==> src/rtl/sdlib_vc_pkg.sv <==
// sdlib_vc_pkg: link state encodings and wakeup handshake defaults shared by sd2vc and vc2sd
package sdlib_vc_pkg;
  typedef enum logic [1:0] {
    s_wake0 = 2'd0,
    s_wake1 = 2'd1,
    s_wait  = 2'd2,
    s_run   = 2'd3
  } vc_state_t;
  localparam int vc_wakeup_pattern = 1;
  localparam int vc_wake_gap = 16;
endpackage

==> src/rtl/sd_credit_cnt.sv <==
// sd_credit_cnt: up/down credit counter saturating at depth with sticky overflow flag
module sd_credit_cnt #(
  parameter int depth = 16,
  parameter int csz = $clog2(depth + 1)
) (
  input  logic           clk,
  input  logic           reset,
  input  logic           inc,
  input  logic           dec,
  output logic [csz-1:0] cnt,
  output logic           overflow
);
  logic full;
  assign full = cnt == csz'(depth);
  always_ff @(posedge clk)
    if (!reset) begin
      cnt <= '0;
      overflow <= 1'b0;
    end else if (inc && !dec) begin
      if (full) overflow <= 1'b1;
      else cnt <= cnt + 1'b1;
    end else if (dec && !inc && cnt != '0) cnt <= cnt - 1'b1;
endmodule

==> src/rtl/sd2vc.sv <==
// sd2vc: srdy/drdy to valid/credit transmit converter with post-reset wakeup handshake
module sd2vc
  import sdlib_vc_pkg::*;
#(
  parameter int depth = 16,
  parameter int csz = $clog2(depth + 1),
  parameter int width = 8,
  parameter int reginp = 0,
  parameter int wakeup_pattern = vc_wakeup_pattern,
  parameter int wake_gap = vc_wake_gap
) (
  input  logic             clk,
  input  logic             reset,
  input  logic             c_srdy,
  output logic             c_drdy,
  input  logic [width-1:0] c_data,
  output logic             p_vld,
  input  logic             p_cr,
  output logic [width-1:0] p_data,
  output logic             cr_overflow
);
  localparam int gsz = $clog2(wake_gap + 1);
  localparam logic [width-1:0] wpat = width'(wakeup_pattern);
  vc_state_t state;
  logic [gsz-1:0] gap;
  logic [csz-1:0] credits;
  logic cr_q, cr_eff, xfer;
  always_ff @(posedge clk)
    if (!reset) cr_q <= 1'b0;
    else cr_q <= p_cr;
  assign cr_eff = reginp != 0 ? cr_q : p_cr;
  // drdy comes only from flops so upstream never sees a path from p_cr or c_srdy
  assign c_drdy = state == s_run && credits != '0;
  assign xfer = c_srdy & c_drdy;
  sd_credit_cnt #(.depth(depth), .csz(csz)) u_cnt (
    .clk(clk),
    .reset(reset),
    .inc(cr_eff),
    .dec(xfer),
    .cnt(credits),
    .overflow(cr_overflow)
  );
  always_ff @(posedge clk)
    if (!reset) begin
      state <= s_wake0;
      gap <= '0;
      p_vld <= 1'b0;
      p_data <= '0;
    end else
      case (state)
        s_wake0: begin
          p_vld <= 1'b1;
          p_data <= wpat;
          state <= s_wake1;
        end
        s_wake1: begin
          p_vld <= 1'b1;
          p_data <= ~wpat;
          state <= s_wait;
          gap <= gsz'(wake_gap - 1);
        end
        s_wait: begin
          p_vld <= 1'b0;
          if (credits != '0) state <= s_run;
          else if (gap == '0) state <= s_wake0;
          else gap <= gap - 1'b1;
        end
        default: begin
          p_vld <= xfer;
          if (xfer) p_data <= c_data;
        end
      endcase
endmodule

==> config.mk <==
export PLATFORM = sky130hd
export DESIGN_NAME = sd2vc
export DESIGN_NICKNAME = d
export VERILOG_FILES = /design/src/rtl/sdlib_vc_pkg.sv /design/src/rtl/sd_credit_cnt.sv /design/src/rtl/sd2vc.sv
export SDC_FILE = /design/constraint.sdc
export NUM_CORES = 1
export LEC_CHECK = 0
export ABC_CLOCK_PERIOD_IN_PS = 2900
export BUFFER_PORTS_ARGS = -buffer_cell sky130_fd_sc_hd__buf_2
export CELL_PAD_IN_SITES_DETAIL_PLACEMENT = 0
export CELL_PAD_IN_SITES_GLOBAL_PLACEMENT = 1
export CORE_UTILIZATION = 30
export DETAILED_ROUTE_END_ITERATION = 6
export PLACE_DENSITY = 0.67
export SYNTH_ARGS = -nofsm -noshare
export SYNTH_HDL_FRONTEND = slang
export SYNTH_HIERARCHICAL = 1
export SYNTH_SLANG_ARGS = --single-unit
==> constraint.sdc <==
create_clock -name clk -period 2.9 [get_ports clk]
set_input_delay 0.58 -clock clk [delete_from_list [all_inputs] [get_ports clk]]
set_output_delay 0.58 -clock clk [all_outputs]
set_load 0.005 [all_outputs]
==> impl_metrics.json <==
{
  "cts.sinks": 22,
  "finalNetCount": 183,
  "synth_area_per_cell_um2": 9.18,
  "multi_input_area_um2": 762,
  "grt_usage_pct": 13.7,
  "wirelength_um": 2690,
  "status": "finished, final reports clean",
  "num_rows": 22,
  "fin_hold_ws_ps": 457,
  "io_pins": 23,
  "crit_arrival_ps": 2910,
  "grt_max_degree": 21,
  "critPathMaxFanout": 11,
  "post-route-util_pct": 38.4,
  "synth_nets": 156,
  "startpoint": "u_cnt/cnt[3]",
  "min_path_cells": 2,
  "r2r_slack_ps": 190,
  "crit_end": "u_cnt/cnt[4]",
  "place_inst": 205,
  "wl_per_cell_um": 12.9,
  "overflow": 0,
  "post_cts_resize_count": 0,
  "r2r_cells": 9,
  "synth.area.top_cells": "dfxtp_1 (36%), ha_1 (8.1%), nand2_1 (4.2%)",
  "endpoint_kind": "register",
  "worstReg2RegStart": "u_cnt/cnt[3]",
  "synth_ff_type": "dfxtp_1",
  "ys_ff_latch": 22,
  "cts_root_buffer": "clkbuf_8",
  "cts.path.max_buffers": 2,
  "yosysWarnings": 6,
  "fmax_mhz": 369,
  "vias": 1092,
  "dp_hpwl_um": 2000,
  "io_buffer_count": 22,
  "synth_area_um2": 1240,
  "fin_skew_ps": 0.864,
  "fin_tns_setup_ps": 0,
  "postLayoutCellArea_um2": 1460,
  "yosysSeqAreaShare_pct": 35.6,
  "via_per_inst": 5.25,
  "h-tree-depth": 1,
  "grt_pass1_vias": 1058,
  "area_delta_synth_final_pct": 17.8,
  "setup_violations": 0,
  "dp_slack_ps": 219,
  "p_per_area_nw_per_um2": 545,
  "synth_edf_count": 0,
  "fp.dieW_um": 66.3,
  "clk_latency_ps": 260,
  "hold_violations": 0,
  "drtPass1Iterations": 4,
  "cts.clk_slew.worst_paths_ps": 80,
  "antenna_cells": 0,
  "reg2reg_to": "u_cnt/cnt[4]",
  "start_util_pct": 32.6,
  "p_leak_nw": 0.642,
  "crit_type": "register to register",
  "numCtsBuffers": 3,
  "register_area_um2": 440,
  "placedInstanceArea_um2": 1420,
  "relSlewSlack_pct": 67.8,
  "die_h_um": 66.3,
  "drt_iter0_markers": 41,
  "yosysTopAreaCell": "dfxtp_1",
  "drive_above_1_share_pct": 23.8,
  "drc": 0,
  "vdd.ir_drop.worst_uv": 285,
  "p_total_mw": 0.796,
  "stdcell_count": 208,
  "cts_tree": "built",
  "antenna_found_initial": 0,
  "post_cts_buffers": 0,
  "hold_buffers": 0,
  "startpoint_type": "register",
  "nFillCells": 398,
  "grt_pass1_wl_um": 4640,
  "drtAntennaViolNets": 0,
  "place_congestion": 0.759,
  "netlist_top_cells_count": "dfxtp_1 (22), nand2_1 (14), nor2_1 (10)",
  "slew_viol_final": 0,
  "min_period_ps": 2710,
  "dieArea_um2": 4390,
  "drv_cap": 0,
  "syn_inst": 135,
  "setup_slack_ps": 190,
  "core_um2": 3800,
  "synth_top_area_share_pct": 35.6,
  "ys_types": 46,
  "rsz0062_at_grt": "false",
  "tightest_slew_ps": 483,
  "async_reset_ff_share_pct": 0,
  "cp.required_ps": 3100,
  "worstHoldPathType": "register to register",
  "period_share_pct": 93.5,
  "synth_most_common_cell": "dfxtp_1"
}
==> cells in the final DEF (no fill, tap or decap), types with 3 or more instances in the layout <==
| master | count |
|---|---|
| dfxtp_1 | 22 |
| buf_2 | 22 |
| nand2_1 | 14 |
| nor2_1 | 10 |
| a21oi_1 | 8 |
| ha_1 | 8 |
| inv_1 | 6 |
| nand3_1 | 5 |
| nor3_1 | 4 |
| o21a_1 | 4 |
| o221a_2 | 4 |
| and2_1 | 3 |
| a2bb2oi_1 | 3 |
| nand2b_1 | 3 |
| clkbuf_8 | 3 |
| buf_4 | 3 |
| o21ai_0 | 3 |
==> worst min path at each step <==
stage / from / end / slack, ps
3_3_place_gp: p_data[7] / p_data[7] / 440
4_1_cts: p_data[7] / p_data[7] / 460
5_1_grt: p_data[1] / p_data[1] / 490
3_5_place_dp: p_data[7] / p_data[7] / 450
2_1_floorplan: p_data[1] / p_data[1] / 450
6_report: p_data[7] / p_data[7] / 460
==> power by group <==
group | switching, mW | internal, mW
combinational | 0.123 | 0.112
clock | 0.0954 | 0.0927
sequential | 0.0364 | 0.336
total | 0.254 | 0.541
==> cell type report <==
type | count | area share, %
Multi-Input combinational cell | 104 | 52.2
Tap cell | 48 | 4.12
Inverter | 6 | 1.54
Clock buffer | 3 | 2.83
Timing Repair Buffer | 25 | 9.09
Sequential cell | 22 | 30.2
==> sequential cells by signal, indices dropped and copies added (netlist names) <==
name            flops
gap                 5
state               2
u_cnt/overflow      1
p_vld               1
u_cnt/cnt           5
p_data              8
==> routing by layer <==
layer  vias up  routed length, um  global-route usage (%)
li1        551                  -                       -
met1       504               1330                    17.8
met2        32               1160                    21.7
met3         5                149                    3.45
met4         0                 40                    4.79
met5         -                  0                       0
==> kinds of logic after synthesis <==
logic type               count (synthesis)  synth area share (%)
AO/OA/AOI/OAI                           37                  22.3
XOR/XNOR                                 1                 0.707
adder cells (fa/ha/maj)                  9                  9.70
buffers and inverters                    9                  2.93
flip-flops                              22                  35.6
multiplexers                             3                  3.43
AND/OR/NAND/NOR                         54                  25.4
==> critical path, stage by stage, from the launching register on <==
cell	delay [ps]
dfxtp_1	370
nor3_2	350
nand2_1	160
and3_1	230
nand2b_1	320
fa_1	480
a21o_1	200
a21oi_1	150
mux4_2	300
nor2_1	90
(Power assumes the default switching activity.)
